**src/rtl/pwm_ctrl_pkg.sv**
```systemverilog
// Shared types and duty arithmetic for the PWM duty sequencer.
// Duty values are signed two's complement of the PWM generator's width.
package pwm_ctrl_pkg;

    typedef enum logic [0:0] {
        IDLE   = 1'b0,
        UPDATE = 1'b1
    } state_t;

    // 0% duty: a signed compare "duty > cnt" is never true at this value.
    function automatic int min_duty(input int dw);
        return -(1 << (dw - 1));
    endfunction

    function automatic int max_duty(input int dw);
        return (1 << (dw - 1)) - 1;
    endfunction

    // Moves duty toward eff by at most step and never overshoots.
    // The int difference is wider than DW+1 bits, so it cannot overflow,
    // and the result always lies between duty and eff.
    function automatic int slew(input int duty, input int eff, input int step);
        int d;
        d = eff - duty;
        if ((d <= step) && (d >= -step)) begin
            return eff;
        end else if (d > 0) begin
            return duty + step;
        end else begin
            return duty - step;
        end
    endfunction

endpackage

```
**src/rtl/pwm_slew_step.sv**
```systemverilog
// Combinational single-channel slew step, time-shared across channels
// by the sequencer.
module pwm_slew_step
    import pwm_ctrl_pkg::*;
#(
    parameter int DW   = 10,
    parameter int STEP = 8
) (
    input  logic signed [DW-1:0] duty,
    input  logic signed [DW-1:0] eff,
    output logic signed [DW-1:0] duty_next
);

    always_comb begin
        duty_next = DW'(slew(int'(duty), int'(eff), STEP));
    end

endmodule

```
**src/rtl/pwm_duty_sequencer.sv**
```systemverilog
// Per-channel target duty store with once-per-period slew of the applied
// duty; one channel is updated per clock after each generator tick.
module pwm_duty_sequencer
    import pwm_ctrl_pkg::*;
#(
    parameter int  DW   = 10,
    parameter int  NCH  = 4,
    parameter int  STEP = 8,
    localparam int CW   = (NCH > 1) ? $clog2(NCH) : 1
) (
    input  logic                 clk,
    input  logic                 rst,
    input  logic                 tick,
    input  logic                 enable,
    input  logic                 wr_valid,
    output logic                 wr_ready,
    input  logic [CW-1:0]        wr_ch,
    input  logic signed [DW-1:0] wr_target,
    output logic signed [DW-1:0] duty_out [NCH],
    output logic [NCH-1:0]       settled,
    output logic                 busy,
    output logic                 overrun
);

    localparam logic signed [DW-1:0] MIN_DUTY = DW'(min_duty(DW));
    localparam logic [CW-1:0]        LAST_IDX = CW'(NCH - 1);

    logic signed [DW-1:0] duty_reg   [NCH];
    logic signed [DW-1:0] target_reg [NCH];

    state_t        state_reg, state_next;
    logic [CW-1:0] idx_reg, idx_next;
    logic          overrun_reg;
    logic          wr_accept;

    logic signed [DW-1:0] sel_duty;
    logic signed [DW-1:0] sel_eff;
    logic signed [DW-1:0] step_duty;

    assign wr_ready  = (state_reg == IDLE) && !rst;
    assign wr_accept = wr_valid && wr_ready;
    assign busy      = (state_reg == UPDATE);
    assign overrun   = overrun_reg;

    // enable is sampled on the channel's own processing cycle.
    assign sel_duty = duty_reg[idx_reg];
    assign sel_eff  = enable ? target_reg[idx_reg] : MIN_DUTY;

    pwm_slew_step #(
        .DW   (DW),
        .STEP (STEP)
    ) u_slew (
        .duty      (sel_duty),
        .eff       (sel_eff),
        .duty_next (step_duty)
    );

    always_comb begin
        state_next = state_reg;
        idx_next   = idx_reg;
        case (state_reg)
            IDLE: begin
                if (tick) begin
                    state_next = UPDATE;
                    idx_next   = '0;
                end
            end
            UPDATE: begin
                if (idx_reg == LAST_IDX) begin
                    state_next = IDLE;
                end else begin
                    idx_next = idx_reg + 1'b1;
                end
            end
            default: begin
                state_next = IDLE;
                idx_next   = '0;
            end
        endcase
    end

    always_ff @(posedge clk) begin
        if (rst) begin
            state_reg   <= IDLE;
            idx_reg     <= '0;
            overrun_reg <= 1'b0;
        end else begin
            state_reg <= state_next;
            idx_reg   <= idx_next;
            if (tick && (state_reg == UPDATE)) begin
                overrun_reg <= 1'b1;
            end
        end
    end

    // Writes to an index >= NCH match no channel and are dropped.
    generate
        for (genvar gi = 0; gi < NCH; gi++) begin : g_ch
            always_ff @(posedge clk) begin
                if (rst) begin
                    target_reg[gi] <= MIN_DUTY;
                end else if (wr_accept && (int'(wr_ch) == gi)) begin
                    target_reg[gi] <= wr_target;
                end
            end

            always_ff @(posedge clk) begin
                if (rst) begin
                    duty_reg[gi] <= MIN_DUTY;
                end else if ((state_reg == UPDATE) && (int'(idx_reg) == gi)) begin
                    duty_reg[gi] <= step_duty;
                end
            end

            assign duty_out[gi] = duty_reg[gi];
            assign settled[gi]  = (duty_reg[gi] == (enable ? target_reg[gi] : MIN_DUTY));
        end
    endgenerate

endmodule
```
**config.mk**
```make
export PLATFORM = sky130hd
export DESIGN_NAME = pwm_duty_sequencer
export DESIGN_NICKNAME = d
export VERILOG_FILES = /design/src/rtl/pwm_ctrl_pkg.sv /design/src/rtl/pwm_slew_step.sv /design/src/rtl/pwm_duty_sequencer.sv
export SDC_FILE = /design/constraint.sdc
export NUM_CORES = 1
export LEC_CHECK = 0
export ABC_AREA = 1
export CORE_MARGIN = 2
export CORE_UTILIZATION = 57
export DETAILED_ROUTE_END_ITERATION = 16
export GPL_ROUTABILITY_DRIVEN = 0
export PLACE_DENSITY_LB_ADDON = 0.3
export SYNTH_ARGS = -nofsm -noshare
export SYNTH_HDL_FRONTEND = slang
export SYNTH_SLANG_ARGS = --single-unit
```
**constraint.sdc**
```tcl
create_clock -name clk -period 6.61 [get_ports clk]
set_input_delay 1.322 -clock clk [delete_from_list [all_inputs] [get_ports clk]]
set_output_delay 1.322 -clock clk [all_outputs]
set_load 0.005 [all_outputs]
```
After elaboration in Yosys (flattened, before gate mapping)
Memories as Yosys holds them, arrays and structs flattened. A register that Yosys moved wholly into a read port is not among the register bits.
Index checks and enable logic that the tools add are counted.
Operators by class
  add/subtract/negate cells: 4
  magnitude comparators: 3
  equal/unequal tests: 13
  mux-type cells: 51
  bitwise logic cells: 9
  reduce and logical (&&, ||, !) cells: 16
Operators by type and width (number)
  10-bit 2-to-1 mux: 15
  10-bit equality test: 4
  32-bit by 4-bit greater-or-equal comparator with 1-bit output (second input constant): 1
  32-bit by 1-bit > comparator with 1-bit output (second input constant): 1
  32-bit by 5-bit <= comparator with 1-bit output (second input constant): 1
  1-bit 2-to-1 mux: 28
  1-bit logical AND: 12
  2-bit 2-to-1 mux: 6
  10-bit by 10-bit subtractor with 11-bit output: 1
  10-bit by 5-bit adder with 10-bit output (second input constant): 1
  2-bit equality test (second input constant): 5
  10-bit by 5-bit subtractor with 10-bit output (second input constant): 1
  1-bit OR: 8
  2-bit by 1-bit equality test with 1-bit output (second input constant): 2
  2-bit logical NOT: 2
  2-bit inequality test (second input constant): 2
  2-bit one-hot mux with 2 select lines: 1
  2-bit by 1-bit adder with 2-bit output (second input constant): 1
  1-bit one-hot mux with 2 select lines: 1
  2-bit AND reduction: 1
  1-bit logical NOT: 1
  1-bit NOT: 1
Word-level totals
  register bits: 4
  memory bits (writable): 80
  input port bits: 17
  output and inout port bits: 47
  word-level logic and storage cells: 101
  memories: 2
Memory list
  duty_reg: words 4, width 10, rd ports 5, clocked after memory_dff 1, wr ports 4, RTL line pwm_duty_sequencer.sv:28  | logic signed [DW-1:0] duty_reg [NCH];
  target_reg: words 4, width 10, rd ports 5, clocked after memory_dff 1, wr ports 4, RTL line pwm_duty_sequencer.sv:29  | logic signed [DW-1:0] target_reg [NCH];

Depth between registers and ports, before layout
Gate-level depths: netlist of run 1.
  depth after elaboration: 8
  gate-level depth with buffers: 27
  gate-level depth less buffers: 26

Hierarchy
Synthesis of run 1 repeated with hierarchy kept, for this count alone.
Unflattened totals
  cells, all modules: 776
  area total of the unflattened synthesis: 5845.6 sq um
Modules (own cells, without submodules)
  pwm_duty_sequencer: instances 1, cells an instance 580, area each 4808.4 sq um, sequential area each 2522.4 sq um
  pwm_slew_step: instances 1, cells an instance 196, area each 1037.2 sq um, sequential area each 0.0 sq um

Worst setup path after synthesis of run 1
OpenSTA, ideal clock, no wires.
  path type: input-to-reg
  from: in enable
  to: mem duty_reg[0][9], data pin
  setup time: 268 ps
  arrival time: 5006 ps
  required time: 6342 ps
  setup slack: 1336 ps
  cell stages on the path: 25
  buffers on the path: 3
  cell sequence: buf_2 -> buf_2 -> buf_1 -> nand2_1 -> ha_1 -> fa_1 -> inv_1 -> nand2_1 -> nand2_1 -> nand3_1 -> nand2_1 -> nand3_1 -> inv_1 -> nand3_1 -> o21ai_0 -> ha_1 -> a21oi_1 -> nand2_1 -> a21oi_1 -> o21bai_1 -> xor2_1 -> inv_1 -> nand2_1 -> nand3_2 -> nand3_1
RTL lines
  start: declaration: RTL line pwm_duty_sequencer.sv:14  | input logic enable,
  end: declaration: RTL line pwm_duty_sequencer.sv:28

==> impl_results.md, run 1 <==
* Diode count at 0
* Worst Setup SP: enable
* Clk_lat worst skew at 0.38 ns
* Ys flop type: edfxtp_1
* Starting Density at 58.6%
* Max H-tree Level at 3
* Register area share after synthesis at 44.1%
* CTS Buffer Depth at 2
* Post-synth ARST share at 0%
* IO buf count at 63
* Synth Net Count at 766
* Max_slew headroom at 30.1%
* Area grow syn2layout at 16.9%
* Largest net degree at the start of global routing at 49
* Net Sw Frac at 40.4%
* First-iteration detailed-routing DRC count at 777
* Crit path max fanout at 42
* Post-DP Area at 6490 um^2
* Die Y at 104 um
* Fin. Hold Viols at 0
* Worst Path Class, Setup: in -> reg
* CTS buffer count at 9
* Cell count after synthesis at 728
* Worst VDD drop at 197 uV
* Vias in the first global route at 5158
* Synth Area in Adders at 4.85%
* Pwr/cell area at 272 nW/um^2
* Fraction of layout cells with a size suffix above 1 at 7.29%
* GRT Util Overall at 31.7%
* Wirelength, routed at 16700 um
* Clk slew on worst S/H paths at 0.09 ns
* GRT overflow at 0
* CP required at 6.72 ns
* Largest family of logic cells by synthesized area: simple AND/OR/NAND/NOR gates
* Met3 GRT Util at 4.70%
* Clk pwr share at 20.9%
* Initial antenna violation count at 0
* CP startpoint kind: input port
* Ports at 64
* Layout Skew at 0.0126 ns
* Clock root buffer: clkbuf_8
* Most frequent cells in the layout: 153 x nand2_1, 136 x nor2_1, 92 x inv_1
* GR peak layer: met2
* Seq cells post-synth at 86
* Post-synthesis mux area share at 0%
* # setup viols final at 0
* Most common cell after layout, fill and taps aside: nand2_1
* Power Internal at 0.00109 W
* CORE AREA at 9770 um^2
* Pre-antenna DRT Iters at 7
* Setup TNS at 0 ns
* EDFF count, synth at 80
* Leak pwr at 2.84 nW
* Fin area at 6690 um^2
* Proportion of power drawn by combinational gates at 42.6%
* Complex-gate fraction of the synthesized area at 8.00%
* Post-CTS Resized at 0
* R2r endpoint: duty_reg[1][9]
* Final worst setup slack at 0.672 ns
* Sw power at 0.000735 W
* Clock sink total at 86
* Synthesized area per cell at 7.86 um^2
* Status: finished, final reports clean
* Yosys Warn Count at 0
* Crit path capture type: register
* Global-route wire length before repair at 26400 um
* Via-per-instance ratio at 5.76
* FP Rows at 36
* Post-CTS Setup Inserts at 0
* WHS at 0.494 ns
* Final HPWL DP at 12900 um
* Fin crit period at 5.94 ns
* Hold Path Class: reg -> reg
* Achievable frequency at 168 MHz
* Crit share post-route at 89.8%
* XOR/XNOR Fraction of Synth Area at 6.58%
* Met2 Use GR at 50.0%
* Fillers at 790
* Unrepaired setup endpoints after global routing: no
* Die ar. at 10900 um^2
* Slew Limit Fails at 0
* Worst Reg-to-Reg Cells at 25
* Global Route met1 Usage at 43.6%
* Actual slew at the worst max-slew pin at 1.04 ns
* Distinct cells, synth at 34
* Seq pwr share at 36.5%
* Max cap viols at 0
* DRC viols at 0
* Worst setup endpoint: duty_reg[1][9]
* Routed Antenna Nets at 0
* WP data arrival at 6.05 ns
* Nets at 829
* Reg2Reg Setup Slack at 0.88 ns
* Mapped cell area at 5720 um^2
* Hold buffer count at cts at 0
* Pre-CTS WS at 0.438 ns
* Routed length per instance at 18.0 um
* Die X at 104 um
* DR vias at 5352
* Total power at 0.00182 W
* Simple-Gate Fraction of Synth Area at 28.6%
* CTS tree: built
-- synthesized netlist by cell type, types with 2 or more instances --
master    instances  area share [%]
fa_1              2            0.70
nand4_1           7            0.77
inv_1            92             6.0
clkinv_1         10            0.66
nor4_1            5            0.55
nor4b_1           3            0.46
edfxtp_1         80              42
nor2_2            5            0.55
buf_2             6            0.52
ha_1             19             4.2
clkbuf_1         10            0.66
nand2_1         153              10
xnor2_1          22             3.4
a32oi_1           8             1.2
nand3b_1          2            0.26
a21oi_2           2            0.31
nand3_1          31             2.7
nand3_2           4            0.70
xor2_1           21             3.2
o21ai_0          31             2.7
nor3_1            8            0.70
nor2_1          136             8.9
nand2_2          23             2.5
dfxtp_1           6             2.1
a21oi_1          33             2.9
-- how the worst min path moves through the flow --
| stage | from | endpoint | depth (start not counted) | slack [ns] |
|---|---|---|---|---|
| after detailed placement | overrun | overrun | 2 | 0.49 |
| after floorplan | overrun | overrun | 2 | 0.46 |
| after global routing | overrun | overrun | 2 | 0.56 |
| after global placement | overrun | overrun | 2 | 0.45 |
| after CTS | overrun | overrun | 2 | 0.51 |
| final | overrun | overrun | 2 | 0.49 |
-- worst max-delay path, cell delays in order --
cell,delay (ns)
clkdlybuf4s50_1,0.52
buf_4,0.39
nand2_1,0.14
ha_1,0.25
fa_1,0.39
inv_1,0.10
nand2_1,0.07
nand2_1,0.12
nand3_1,0.08
nand2_1,0.12
nand3_1,0.16
inv_1,0.09
nand3_1,0.07
o21ai_0,0.81
ha_1,0.44
a21oi_1,0.15
nand2_1,0.10
a21oi_1,0.14
o21bai_1,0.09
xor2_1,0.16
inv_1,0.06
nand2_1,0.06
nand3_2,0.14
nand3_1,0.09
-- logic make-up after synthesis --
kind of cell / count (synthesis)
AO/OA/AOI/OAI: 80
flip-flops: 86
AND/OR/NAND/NOR: 379
adder cells (fa/ha/maj): 21
XOR/XNOR: 43
buffers and inverters: 119
-- layer usage --
metal,up-vias,share of wire (%)
li1,2477,-
met1,2465,40
met2,349,45
met3,61,11
met4,0,4.0
met5,-,0
-- stage by stage --
step                util [%]  instances
floorplan                  -        728
global placement        66.4        913
detailed placement      66.4        913
CTS                     68.4        929
global route            68.4        929
finish                  68.4        929
-- power by group through the flow --
stage / logic, W / clock network (W) / registers [W]
after floorplan: 0.000555 / 0 / 0.000663
after global placement: 0.000722 / 0 / 0.000674
after detailed placement: 0.000752 / 0 / 0.000675
after CTS: 0.000757 / 0.000379 / 0.000663
after global routing: 0.000855 / 0.000398 / 0.000667
final: 0.000776 / 0.000380 / 0.000665
-- layout make-up --
type	count	area, um^2	share of cell area, %
Sequential cell	86	2520	37.7
Tap cell	133	166	2.49
Clock buffer	10	128	1.91
Clock inverter	6	68.8	1.03
Timing Repair Buffer	69	676	10.1
Multi-Input combinational cell	523	2750	41.1
Inverter	102	383	5.72
(Power assumes the default switching activity.)
==> run 2, diff against run 1 <==
==> constraint.sdc (replaced) <==
create_clock -name clk -period 6.61 [get_ports clk]
set_input_delay 1.322 -clock clk [delete_from_list [all_inputs] [get_ports clk]]
set_output_delay 1.322 -clock clk [all_outputs]
set_load 0.05 [all_outputs]
==> run 2 against run 1 <==
Worst setup slack got worse by 0.14 ns. Hold slack improved by 0.018 ns. Via count rose by 1.7%. Critical path type unchanged. Largest power group unchanged.
==> impl_results.md, run 2 (synthesis results as in run 1) <==
* Fin crit period at 6.08 ns
* Initial antenna violation count at 0
* Setup TNS at 0 ns
* Routed Antenna Nets at 0
* Worst VDD drop at 173 uV
* IO buf count at 63
* Hold Path Class: reg -> reg
* Final worst setup slack at 0.534 ns
* Slew Limit Fails at 0
* # setup viols final at 0
* Total power at 0.00191 W
* FP Rows at 36
* Pre-antenna DRT Iters at 6
* Max_slew headroom at 28.4%
* Min-delay src: overrun
* Die Y at 104 um
* Worst Setup SP: enable
* CTS buffer count at 9
* Fraction of layout cells with a size suffix above 1 at 7.66%
* Leak pwr at 2.85 nW
* Wirelength, routed at 16800 um
* Die ar. at 10900 um^2
* Max cap viols at 0
* Crit path cell chain: clkdlybuf4s50_1, clkinv_1, a21oi_1, inv_1, fa_1, inv_1, nand2_1, nand2_1, nand3_1, nand2_1, nand3_1, inv_1, nand3_1, o21ai_0, ha_1, a21o_1, a221oi_1, nand2_1, xor2_1, nand2_4, a21oi_1
* Final HPWL DP at 13000 um
* First-iteration detailed-routing DRC count at 775
* Area grow syn2layout at 17.2%
* Most frequent cells in the layout: 153 x nand2_1, 136 x nor2_1, 92 x inv_1
* Vias in the first global route at 5265
* Via-per-instance ratio at 5.86
* GRT Util Overall at 32.3%
* Routed length per instance at 18.1 um
* Nets at 829
* Diode count at 0
* R2r endpoint: duty_reg[2][8]
* Pre-CTS WS at 0.374 ns
* Actual slew at the worst max-slew pin at 1.06 ns
* CTS Buffer Depth at 2
* Post-CTS Resized at 0
* Layout Skew at 0.0123 ns
* Crit share post-route at 91.9%
* Unrepaired setup endpoints after global routing: no
* WHS at 0.512 ns
* Max H-tree Level at 3
* WP data arrival at 6.28 ns
* Clock sink total at 86
* Crit path capture type: register
* Fin. Hold Viols at 0
* Clk slew on worst S/H paths at 0.09 ns
* Max incr delay on CP at 0.82 ns
* Pwr/cell area at 285 nW/um^2
* Ports at 64
* Most common cell after layout, fill and taps aside: nand2_1
* Post-CTS Setup Inserts at 0
* GRT overflow at 0
* Crit path max fanout at 10
* Starting Density at 58.6%
* Worst setup endpoint: duty_reg[2][8]
* Clk_lat worst skew at 0.37 ns
* CTS tree: built
* Achievable frequency at 165 MHz
* Global-route wire length before repair at 27100 um
* DR vias at 5442
* Clock root buffer: clkbuf_8
* Die X at 104 um
* CP required at 6.81 ns
* CP most frequent cell: nand2_1
* Largest net degree at the start of global routing at 49
* DRC viols at 0
* Status: finished, final reports clean
* CORE AREA at 9770 um^2
* Worst Path Class, Setup: in -> reg
* Reg2Reg Setup Slack at 0.87 ns
* Worst Reg-to-Reg Cells at 22
* Hold buffer count at cts at 0
* Slowest CP cell: o21ai_0
* CP startpoint kind: input port
run 2: final cells by class:
| class | count | area, um^2 |
|---|---|---|
| sequential | 86 | 2520 |
| multi-input combinational | 523 | 2750 |
| clock inverter | 5 | 65.1 |
| timing repair buffer | 69 | 671 |
| fill | 793 | 3070 |
| clock buffer | 11 | 151 |
| inverter | 102 | 383 |
| tap | 133 | 166 |
run 2: report_power, final:
part           internal (W)  switching [W]
Combinational      0.000277       0.000570
Clock              0.000199       0.000202
Sequential         0.000631      0.0000334
run 2: routing by layer:
metal | share of wire (%) | global-route usage (%) | vias up
met5 | 0 | 0 | -
met4 | 4.2 | 13.0 | 0
met3 | 13 | 7.89 | 75
met2 | 45 | 51.7 | 408
met1 | 38 | 42.2 | 2475
li1 | - | - | 2484
run 2: per-stage QoR:
| step | area, um^2 | instances | util, % |
|---|---|---|---|
| after floorplan | 5720 | 728 | - |
| after global placement | 6490 | 913 | 66.4 |
| after detailed placement | 6490 | 913 | 66.4 |
| after CTS | 6710 | 929 | 68.6 |
| after global routing | 6710 | 929 | 68.6 |
| final | 6710 | 929 | 68.6 |
run 2: critical path, delay by kind of cell:
kind,cells,cell delay [ns]
xor gates and xnor gates,1,0.25
adders and majority gates,2,0.90
AOI/OAI and AO/OA,5,1.80
buffers and inverters,5,1.15
and+or+nand+nor,8,0.84
run 2: worst min path at each step:
stage | to | slack [ns] | cells after the start
detailed placement | overrun | 0.48 | 2
CTS | overrun | 0.52 | 2
global route | overrun | 0.55 | 2
global placement | overrun | 0.46 | 2
finish | overrun | 0.51 | 2
floorplan | register | 0.49 | 2
==> run 3, diff against run 2 <==
SKIP_LAST_GASP = 1   (was default)
==> results of run 3 <==
Final layout, timing and power as in run 2 (identical DEF).
